[src/rtl/tpu_fp8_pkg.sv]
// Shared Float8 constants, mode encodings and helpers for the TPU vector multiplier.
// The saturating overflow value lives here and is used when TPU_VEC_MULT_SAT_EN is defined.
package tpu_fp8_pkg;

    localparam int unsigned FP8_W     = 8;
    localparam int unsigned FP8_EXP_W = 4;
    localparam int unsigned FP8_MAN_W = FP8_W - 1 - FP8_EXP_W;
    localparam int unsigned FP8_BIAS  = 7;

    typedef enum logic {
        MODE_ELEM  = 1'b0,
        MODE_BCAST = 1'b1
    } mode_e;

    // Magnitude of a saturated element: all-ones exponent and mantissa.
    localparam logic [FP8_W-2:0] FP8_SAT_MAG = '1;

    // Exponent field of zero means zero; subnormals are flushed.
    function automatic logic fp8_is_zero(input logic [FP8_W-2:0] mag, input int unsigned exp_w);
        return (mag >> (FP8_W - 1 - exp_w)) == '0;
    endfunction

endpackage

[src/rtl/tpu_fp8_mult_lane.sv]
// One Float8 multiplier lane: S1 holds sign/exponent sum/significand product, S2 the normalised
// element and overflow bit. Overflow saturates when TPU_VEC_MULT_SAT_EN is defined, else wraps.
module tpu_fp8_mult_lane
    import tpu_fp8_pkg::*;
#(
    parameter int unsigned EXP_W = FP8_EXP_W,
    parameter int unsigned BIAS  = FP8_BIAS
) (
    input  logic       clk_i,
    input  logic       rst_ni,
    input  logic       s1_load_i,
    input  logic       s2_load_i,
    input  logic [7:0] a_i,
    input  logic [7:0] b_i,
    output logic [7:0] res_o,
    output logic       ovf_o
);

    localparam int unsigned ManW  = FP8_W - 1 - EXP_W;
    localparam int unsigned SigW  = ManW + 1;
    localparam int unsigned ProdW = 2 * SigW;
    localparam int unsigned ExpXW = EXP_W + 2;

    localparam logic signed [ExpXW-1:0] BiasX  = ExpXW'(BIAS);
    localparam logic signed [ExpXW-1:0] ExpMin = ExpXW'(1);
    localparam logic signed [ExpXW-1:0] ExpMax = ExpXW'((1 << EXP_W) - 1);

    // Stage 1: field split, sign, biased exponent sum and significand product.
    logic [EXP_W-1:0]        exp_a, exp_b;
    logic [ManW-1:0]         man_a, man_b;
    logic                    s1_sign_d, s1_sign_q;
    logic                    s1_zero_d, s1_zero_q;
    logic signed [ExpXW-1:0] s1_exp_d, s1_exp_q;
    logic [ProdW-1:0]        s1_prod_d, s1_prod_q;

    always_comb begin
        exp_a     = a_i[FP8_W-2 -: EXP_W];
        exp_b     = b_i[FP8_W-2 -: EXP_W];
        man_a     = a_i[ManW-1:0];
        man_b     = b_i[ManW-1:0];
        s1_sign_d = a_i[FP8_W-1] ^ b_i[FP8_W-1];
        s1_zero_d = fp8_is_zero(a_i[FP8_W-2:0], EXP_W) | fp8_is_zero(b_i[FP8_W-2:0], EXP_W);
        s1_exp_d  = $signed({2'b00, exp_a}) + $signed({2'b00, exp_b}) - BiasX;
        s1_prod_d = ProdW'({1'b1, man_a}) * ProdW'({1'b1, man_b});
    end

    always_ff @(posedge clk_i or negedge rst_ni) begin
        if (!rst_ni) begin
            s1_sign_q <= 1'b0;
            s1_zero_q <= 1'b1;
            s1_exp_q  <= '0;
            s1_prod_q <= '0;
        end else if (s1_load_i) begin
            s1_sign_q <= s1_sign_d;
            s1_zero_q <= s1_zero_d;
            s1_exp_q  <= s1_exp_d;
            s1_prod_q <= s1_prod_d;
        end
    end

    // Stage 2: normalise a product in [1,4), truncate, then resolve underflow/overflow.
    logic                    carry;
    logic signed [ExpXW-1:0] exp_n;
    logic [ManW-1:0]         man_n;
    logic [7:0]              s2_res_d, s2_res_q;
    logic                    s2_ovf_d, s2_ovf_q;

    always_comb begin
        carry    = s1_prod_q[ProdW-1];
        exp_n    = s1_exp_q + $signed({{(ExpXW-1){1'b0}}, carry});
        man_n    = ManW'(s1_prod_q >> (carry ? SigW : ManW));
        s2_ovf_d = 1'b0;
        s2_res_d = {s1_sign_q, exp_n[EXP_W-1:0], man_n};
        if (s1_zero_q || (exp_n < ExpMin)) begin
            s2_res_d = {s1_sign_q, {(FP8_W-1){1'b0}}};
        end else if (exp_n > ExpMax) begin
            s2_ovf_d = 1'b1;
`ifdef TPU_VEC_MULT_SAT_EN
            s2_res_d = {s1_sign_q, FP8_SAT_MAG};
`endif
        end
    end

    always_ff @(posedge clk_i or negedge rst_ni) begin
        if (!rst_ni) begin
            s2_res_q <= '0;
            s2_ovf_q <= 1'b0;
        end else if (s2_load_i) begin
            s2_res_q <= s2_res_d;
            s2_ovf_q <= s2_ovf_d;
        end
    end

    assign res_o = s2_res_q;
    assign ovf_o = s2_ovf_q;

endmodule

[src/rtl/tpu_vec_mult_pipe.sv]
// Two-stage LANES-wide Float8 vector multiplier with valid/ready flow control, broadcast mode
// and sticky overflow. Define TPU_VEC_MULT_SAT_EN to saturate overflowing lanes.
module tpu_vec_mult_pipe
    import tpu_fp8_pkg::*;
#(
    parameter int unsigned LANES = 32,
    parameter int unsigned EXP_W = FP8_EXP_W,
    parameter int unsigned BIAS  = FP8_BIAS
) (
    input  logic               clk,
    input  logic               rst_n,
    input  logic               in_valid,
    output logic               in_ready,
    input  logic               mode,
    input  logic [LANES*8-1:0] data_in1,
    input  logic [LANES*8-1:0] data_in2,
    output logic               out_valid,
    input  logic               out_ready,
    output logic [LANES*8-1:0] data_out,
    output logic               out_ovf,
    output logic               ovf_sticky,
    input  logic               ovf_clr
);

    logic s1_v_d, s1_v_q;
    logic s2_v_d, s2_v_q;
    logic s1_load, s2_load;
    logic s1_en, s2_en;
    logic ovf_sticky_d, ovf_sticky_q;

    logic [LANES*8-1:0] b_sel;
    logic [LANES-1:0]   lane_ovf;

    // A stage may load whenever it is empty or its content moves on this cycle.
    always_comb begin
        s2_load = !s2_v_q || out_ready;
        s1_load = !s1_v_q || s2_load;
        s1_en   = s1_load && in_valid;
        s2_en   = s2_load && s1_v_q;
        s1_v_d  = s1_load ? in_valid : s1_v_q;
        s2_v_d  = s2_load ? s1_v_q : s2_v_q;
    end

    // Broadcast is resolved before S1, so mode travels with its own beat.
    always_comb begin
        b_sel = data_in2;
        if (mode == MODE_BCAST) begin
            b_sel = {LANES{data_in2[7:0]}};
        end
    end

    always_comb begin
        ovf_sticky_d = ovf_sticky_q;
        if (ovf_clr) begin
            ovf_sticky_d = 1'b0;
        end
        if (s2_v_q && out_ready && (|lane_ovf)) begin
            ovf_sticky_d = 1'b1;
        end
    end

    always_ff @(posedge clk or negedge rst_n) begin
        if (!rst_n) begin
            s1_v_q       <= 1'b0;
            s2_v_q       <= 1'b0;
            ovf_sticky_q <= 1'b0;
        end else begin
            s1_v_q       <= s1_v_d;
            s2_v_q       <= s2_v_d;
            ovf_sticky_q <= ovf_sticky_d;
        end
    end

    for (genvar i = 0; i < LANES; i++) begin : g_lane
        tpu_fp8_mult_lane #(
            .EXP_W(EXP_W),
            .BIAS (BIAS)
        ) u_lane (
            .clk_i    (clk),
            .rst_ni   (rst_n),
            .s1_load_i(s1_en),
            .s2_load_i(s2_en),
            .a_i      (data_in1[8*i +: 8]),
            .b_i      (b_sel[8*i +: 8]),
            .res_o    (data_out[8*i +: 8]),
            .ovf_o    (lane_ovf[i])
        );
    end

    assign in_ready   = s1_load;
    assign out_valid  = s2_v_q;
    assign out_ovf    = s2_v_q && (|lane_ovf);
    assign ovf_sticky = ovf_sticky_q;

endmodule

[config.mk]
export PLATFORM = sky130hd
export DESIGN_NAME = tpu_vec_mult_pipe
export DESIGN_NICKNAME = d
export VERILOG_FILES = /design/src/rtl/tpu_fp8_pkg.sv /design/src/rtl/tpu_fp8_mult_lane.sv /design/src/rtl/tpu_vec_mult_pipe.sv
export SDC_FILE = /design/constraint.sdc
export NUM_CORES = 2
export LEC_CHECK = 0
export CAP_MARGIN = 20
export CORE_UTILIZATION = 40
export CTS_CLUSTER_DIAMETER = 120
export CTS_CLUSTER_SIZE = 28
export DETAILED_ROUTE_END_ITERATION = 8
export GPL_TIMING_DRIVEN = 1
export SYNTH_ARGS = -nofsm -noshare
export SYNTH_HDL_FRONTEND = slang
export SYNTH_SLANG_ARGS = --single-unit
[constraint.sdc]
create_clock -name clk -period 2.8 [get_ports clk]
set_clock_uncertainty 0.2 [all_clocks]
set_input_delay 0.28 -clock clk [delete_from_list [all_inputs] [get_ports clk]]
set_output_delay 0.28 -clock clk [all_outputs]
set_load 0.02 [all_outputs]
; ---- After elaboration in Yosys (flattened, before gate mapping)
; Index checks and enable logic that the tools add are counted.
[op_classes]
magnitude_cmp = 64
n_reduce_logical = 107
bitwise = 64
addsub = 96
mux = 131
shift = 32
multipliers = 32
[ops]
columns = op, n
row1 = $shr A8 B32 Y3, 32
row2 = $logic_not A7 Y1, 64
row3 = $mul A4 B4 Y8, 32
row4 = $mux W256, 1
row5 = $mux W7, 32
row6 = $add A6 B2 Y6, 32
row7 = $gt A6 B5 Y1 const B, 32
row8 = $lt A6 B2 Y1 const B, 32
row9 = $sub A6 B4 Y6 const B, 32
row10 = $add A4 B4 Y5, 32
row11 = $mux W3, 32
row12 = $mux W1, 66
row13 = $logic_or A1 B1 Y1, 34
row14 = $or A1 B1 Y1, 32
row15 = $reduce_or A32 Y1, 1
row16 = $xor A1 B1 Y1, 32
row17 = $logic_and A1 B1 Y1, 5
row18 = $logic_not A1 Y1, 2
row19 = $reduce_bool A2 Y1, 1
[word_totals]
out_inout_bits = 260
input_bits = 518
word_cells = 721
register_bits = 803

; ---- Logic depth before layout (Yosys ltp)
[logic_depth]
word_depth = 4
mapped_depth = 19
ltp_nobuf = 15

; ---- Hierarchy
; A second synthesis with hierarchy kept.
[unflattened]
cells_unflattened = 5355
area_unflattened_um2 = 53092.2
[modules_own_cells]
columns = module, cells_per_inst, instances, area_each_um2, seq_area_each_um2
row1 = tpu_fp8_mult_lane (g_lane[20].u_lane ...), 149, 14, 1561.5, 551.8
row2 = tpu_fp8_mult_lane (g_lane[10].u_lane ...), 150, 13, 1586.5, 551.8
row3 = tpu_fp8_mult_lane (g_lane[0].u_lane ...), 147, 3, 1559.0, 551.8
row4 = tpu_vec_mult_pipe, 580, 1, 2793.9, 75.1
row5 = tpu_fp8_mult_lane (g_lane[9].u_lane), 153, 1, 1574.0, 551.8
row6 = tpu_fp8_mult_lane (g_lane[1].u_lane), 145, 1, 1561.5, 551.8

; ---- Least setup slack after synthesis
; Ideal clock, no wire load.
[synth_timing]
path_kind = input to register
from = in mode
to = reg g_lane[3].u_lane.s1_prod_q[7]
required_ps = 2468
path_slack_ps = -850
path_stages = 17
n_path_buf = 5
setup_time_ps = 132
arrival_ps = 3319
cell_sequence = buf_6 -> buf_8 -> inv_2 -> buf_6 -> buf_2 -> buf_2 -> a21o_1 -> nand2_1 -> fa_1 -> inv_1 -> fa_1 -> ha_1 -> a21o_1 -> a21oi_1 -> o21bai_1 -> mux2i_1 -> nand4_1
[synth_between]
elab_chain_cells = 2
[synth_rtl]
columns = item, line
row1 = from (decl), tpu_vec_mult_pipe.sv:14  ; input logic mode,
row2 = $mux W256, tpu_vec_mult_pipe.sv:47  ; if (mode == MODE_BCAST) begin
row3 = $mul A4 B4 Y8, tpu_fp8_mult_lane.sv:44  ; s1_prod_d = ProdW'({1'b1, man_a}) * ProdW'({1'b1, man_b});
row4 = to (signal assigned), tpu_fp8_mult_lane.sv:57  ; s1_prod_q <= s1_prod_d;
row5 = to (decl), tpu_fp8_mult_lane.sv:34  ; logic [ProdW-1:0] s1_prod_d, s1_prod_q;
; No other way between the ends.
; A chain may end at the register's enable or synchronous reset.

; ---- Worst setup path after layout
[layout_timing]
from = in mode
to = reg g_lane[14].u_lane.s1_prod_q[7]
[layout_between]
elab_chain_cells = 2
[layout_rtl]
columns = item, line
row1 = $mux W256, tpu_vec_mult_pipe.sv:47
row2 = $mul A4 B4 Y8, tpu_fp8_mult_lane.sv:44
row3 = to (signal assigned), tpu_fp8_mult_lane.sv:57
row4 = to (decl), tpu_fp8_mult_lane.sv:34
; No other way between the ends.

==> flow_summary.json <==
{
  "outcome": "complete, but fails checks",
  "violations": "setup timing",
  "rsz0062_at_grt": "true",
  "timing.final.crit_share_pct": 102.6,
  "clk_path_buf_depth": 3,
  "cp.buffers_inverters": 5,
  "worstMarginPinSlew_ps": 867.5,
  "place_ws_ps": -1141,
  "tns_ps": -130.0,
  "max_stage_delay_ps": 600,
  "cpMaxStageDelayCell": "fa_2",
  "place_area_sq_um": 67670,
  "first_pass_iters": 7,
  "whs_ps": 46.74,
  "synth_top_family_by_area": "adder cells",
  "yosysSeqAreaShare_pct": 34.01,
  "max_cap_viol_count": 0,
  "synthSimpleGateAreaFrac_pct": 14.25,
  "synth_seq_cells": 707,
  "grt_pass1_wl_mm": 256.5,
  "drcViolationCount": 0,
  "syn-cell-area_sq_um": 52140,
  "drive_above_1_share_pct": 17.52,
  "clock-sinks": 707,
  "post-dp-hpwl_mm": 136.4,
  "postSynthAreaPerCell_sq_um": 9.326,
  "critPathKind": "in2reg",
  "num_vias": 44852,
  "worstHoldPathType": "in2async",
  "ant_nets": 0,
  "cts_tree": "yes",
  "cts_buffers": 34,
  "post_drt_wl_per_cell_um": 19.50,
  "path_delay_family": "adder cells",
  "grt_max_degree": 94,
  "synth-adder-area-share_pct": 20.43,
  "dieArea_sq_um": 131800,
  "ir_worst_vdd_mv": 0.3805,
  "dieWidth_um": 363.0,
  "start_util_pct": 40.27,
  "endpoint_kind": "flip-flop",
  "htreeDepth": 2,
  "cts_root_buf": "clkbuf_16",
  "finalWorstSetupSlack_ps": -72.78,
  "ff2ff_setup_slack_ps": 200,
  "grt.total_usage_pct": 25.07,
  "syn_to_final_growth_pct": 34.38,
  "yosys.area_share.xor_xnor_pct": 6.417,
  "die_h_um": 363.0,
  "antenna_found_initial": 26,
  "r2r_start": "g_lane[16].u_lane.s1_prod_q[7]",
  "cts.clk_slew.worst_paths_ps": 120,
  "synth_ff_type": "dfrtp_1",
  "pin_count": 778,
  "synthDistinctLibCells": 66,
  "powerDensity_nw_per_um2": 631.0,
  "async_reset_ff_share_pct": 100.0,
  "synth_edf_count": 0,
  "hold_viol": 0,
  "muxShareOfSynthArea_pct": 3.168,
  "p_total_mw": 44.21,
  "place_congestion": 0.9267,
  "grt_pass1_vias": 44653,
  "wl_mm": 169.8,
  "power.leakage_nw": 33.17,
  "timing.rr.end": "g_lane[16].u_lane.ovf_o",
  "rows": 132,
  "synth_compound_area_share_pct": 15.42,
  "syn_inst": 5591,
  "worstPathMaxFanout": 8,
  "path_common_cell": "buf_12",
  "cp.required_ps": 3130,
  "design.core.area_sq_um": 129500,
  "start_kind": "input port",
  "path_cells": "buf_12 > inv_8 > nor2_4 > buf_12 > buf_12 > a21o_1 > nand2_2 > fa_1 > inv_2 > fa_2 > ha_4 > a21o_1 > a21oi_2 > o21bai_1 > mux2i_1 > nand2_1",
  "vias_per_cell": 5.151,
  "ys.warnings.count": 0,
  "numPortBuffers": 777,
  "overflow": 0,
  "period_needed_ps": 2873,
  "clock.fmax_mhz": 348.1,
  "drt_iter0_drc": 2499,
  "reg2regPathDepth": 7,
  "cp-startpoint": "mode",
  "nNetsFinal": 8183,
  "crit_arrival_ps": 3200,
  "clock_latency_ps": 630,
  "slew_headroom_pct": 41.41,
  "synth_nets": 6845,
  "slew_violations": 0,
  "setup_viol": 3,
  "stdcell_area_sq_um": 70070
}
-- cell families (layout without fill, tap and decap cells) --
logic type | after synthesis | in the layout
and+or+nand+nor | 1537 | 1537
AOI/OAI and AO/OA | 1269 | 1269
buffers and inverters | 799 | 2161
adders and majority gates | 736 | 736
DFF | 707 | 707
xor gates and xnor gates | 382 | 382
muxes | 161 | 161
other | 0 | 12
-- per-layer routing --
layer  vias to the layer above  routed length [um]  global-route usage [%]
li1                      21809                   -                       -
met1                     21675               71660                   31.94
met2                      1078               81120                   42.50
met3                       262                9961                   4.163
met4                        28                6888                   9.324
met5                         -                 184                       0
-- power breakdown --
part	internal [mW]	switching, mW	leakage, nW
sequential	13.5	3.43	8.82
combinational	10.4	10.5	23.8
clock	2.67	3.73	0.550
-- final cells by class --
class / count / area, sq um
Tap cell: 1742 / 2180
Clock inverter: 12 / 152.6
Sequential cell: 707 / 17730
Antenna cell: 12 / 30.03
Clock buffer: 48 / 977.2
Timing Repair Buffer: 1538 / 14480
Fill cell: 11774 / 59420
Inverter: 563 / 2123
Multi-Input combinational cell: 4085 / 32390
-- cells in the final DEF, fill, tap and decap left out, types with 33 or more instances in the layout --
master,Yosys,final
a21oi_2,14,81
clkdlybuf4s50_1,0,765
fa_2,0,42
nand3_1,190,190
and3_1,84,84
nor2b_1,95,83
or4_1,33,33
o21ai_1,78,123
inv_1,552,522
nand2_1,730,725
a22o_1,101,101
a21oi_1,252,155
xnor2_1,244,240
a21o_1,95,95
nor3_1,92,92
xor2_1,138,138
fa_1,192,150
o21ai_0,499,454
nand4_1,42,42
nor2_1,141,122
buf_12,0,50
mux2i_1,129,129
dfrtp_1,675,674
clkbuf_16,0,42
buf_4,8,683
a21oi_4,10,40
ha_1,544,509
inv_2,11,39
-- worst max path at each step --
stage	to	slack (ps)	depth (start not counted)
6_report	g_lane[14].u_lane.s1_prod_q[7]	-70	16
5_1_grt	g_lane[14].u_lane.s1_prod_q[7]	-150	16
4_1_cts	out_ovf	-60	6
3_5_place_dp	g_lane[21].u_lane.s1_prod_q[7]	-1140	15
3_3_place_gp	g_lane[15].u_lane.s1_prod_q[7]	-1070	15
2_1_floorplan	g_lane[3].u_lane.s1_prod_q[7]	-620	17
-- registers in the layout, summed over array words and instances (netlist names) --
| signal | cells |
|---|---|
| g_lane.u_lane.res_o | 256 |
| g_lane.u_lane.s1_exp_q | 192 |
| g_lane.u_lane.s1_prod_q | 160 |
| g_lane.u_lane.ovf_o | 32 |
| g_lane.u_lane.s1_sign_q | 32 |
| g_lane.u_lane.s1_zero_q | 32 |
| out_valid | 1 |
| ovf_sticky | 1 |
| s1_v_q | 1 |
-- cell usage after synthesis, drive strengths merged (8+ instances only) --
master	instances	area, sq um
fa	192	3844
o41ai	25	219.0
nor2b	95	594.3
nand4b	19	166.4
xor2	138	1209
o41a	31	349.1
nand4	42	262.8
clkbuf	76	286.5
mux2i	129	1291
dfrtp	675	16890
a21o	95	713.2
nand3	190	950.9
o31ai	16	120.1
o21bai	32	240.2
a2111o	15	168.9
a22o	101	884.6
nor3	94	480.5
nand2	735	2776
nor4b	14	274.0
dfstp	32	840.8
a31o	11	96.34
ha	544	6807
a31oi	22	137.6
inv	563	2113
a21oi	276	1546
mux2	32	360.4
or4	33	247.7
and2	16	100.1
xnor2	244	2137
nor2	141	529.3
nand2b	18	112.6
o21ai	577	2888
a32o	8	80.08
a22oi	15	112.6
a211oi	35	400.4
and3	84	525.5
buf	160	892.1
nor4	32	212.7
or3	16	100.1
-- repair_timing --
action,CTS,global route
setup endpoints to repair,149,111
hold endpoints to repair,476,0
buffers inserted,14,17
cloned,5,5
pin swaps,32,82
hold buffers,2,0
resized for setup,45,135
-- worst register-to-register path, stage by stage, from the launching register on --
cell	delay [ps]
dfrtp_1	440
ha_1	260
ha_1	240
or4_1	520
o22ai_1	210
a21oi_1	110
nor3_4	360
o21ai_1	140
-- metrics by stage --
step | instances | utilization [%]
after floorplan | 5591 | -
after global placement | 8590 | 52.26
after detailed placement | 8591 | 52.26
after CTS | 8671 | 53.47
after global routing | 8705 | 54.11
final | 8707 | 54.11
Note: power is estimated with default switching activity, not from simulation.
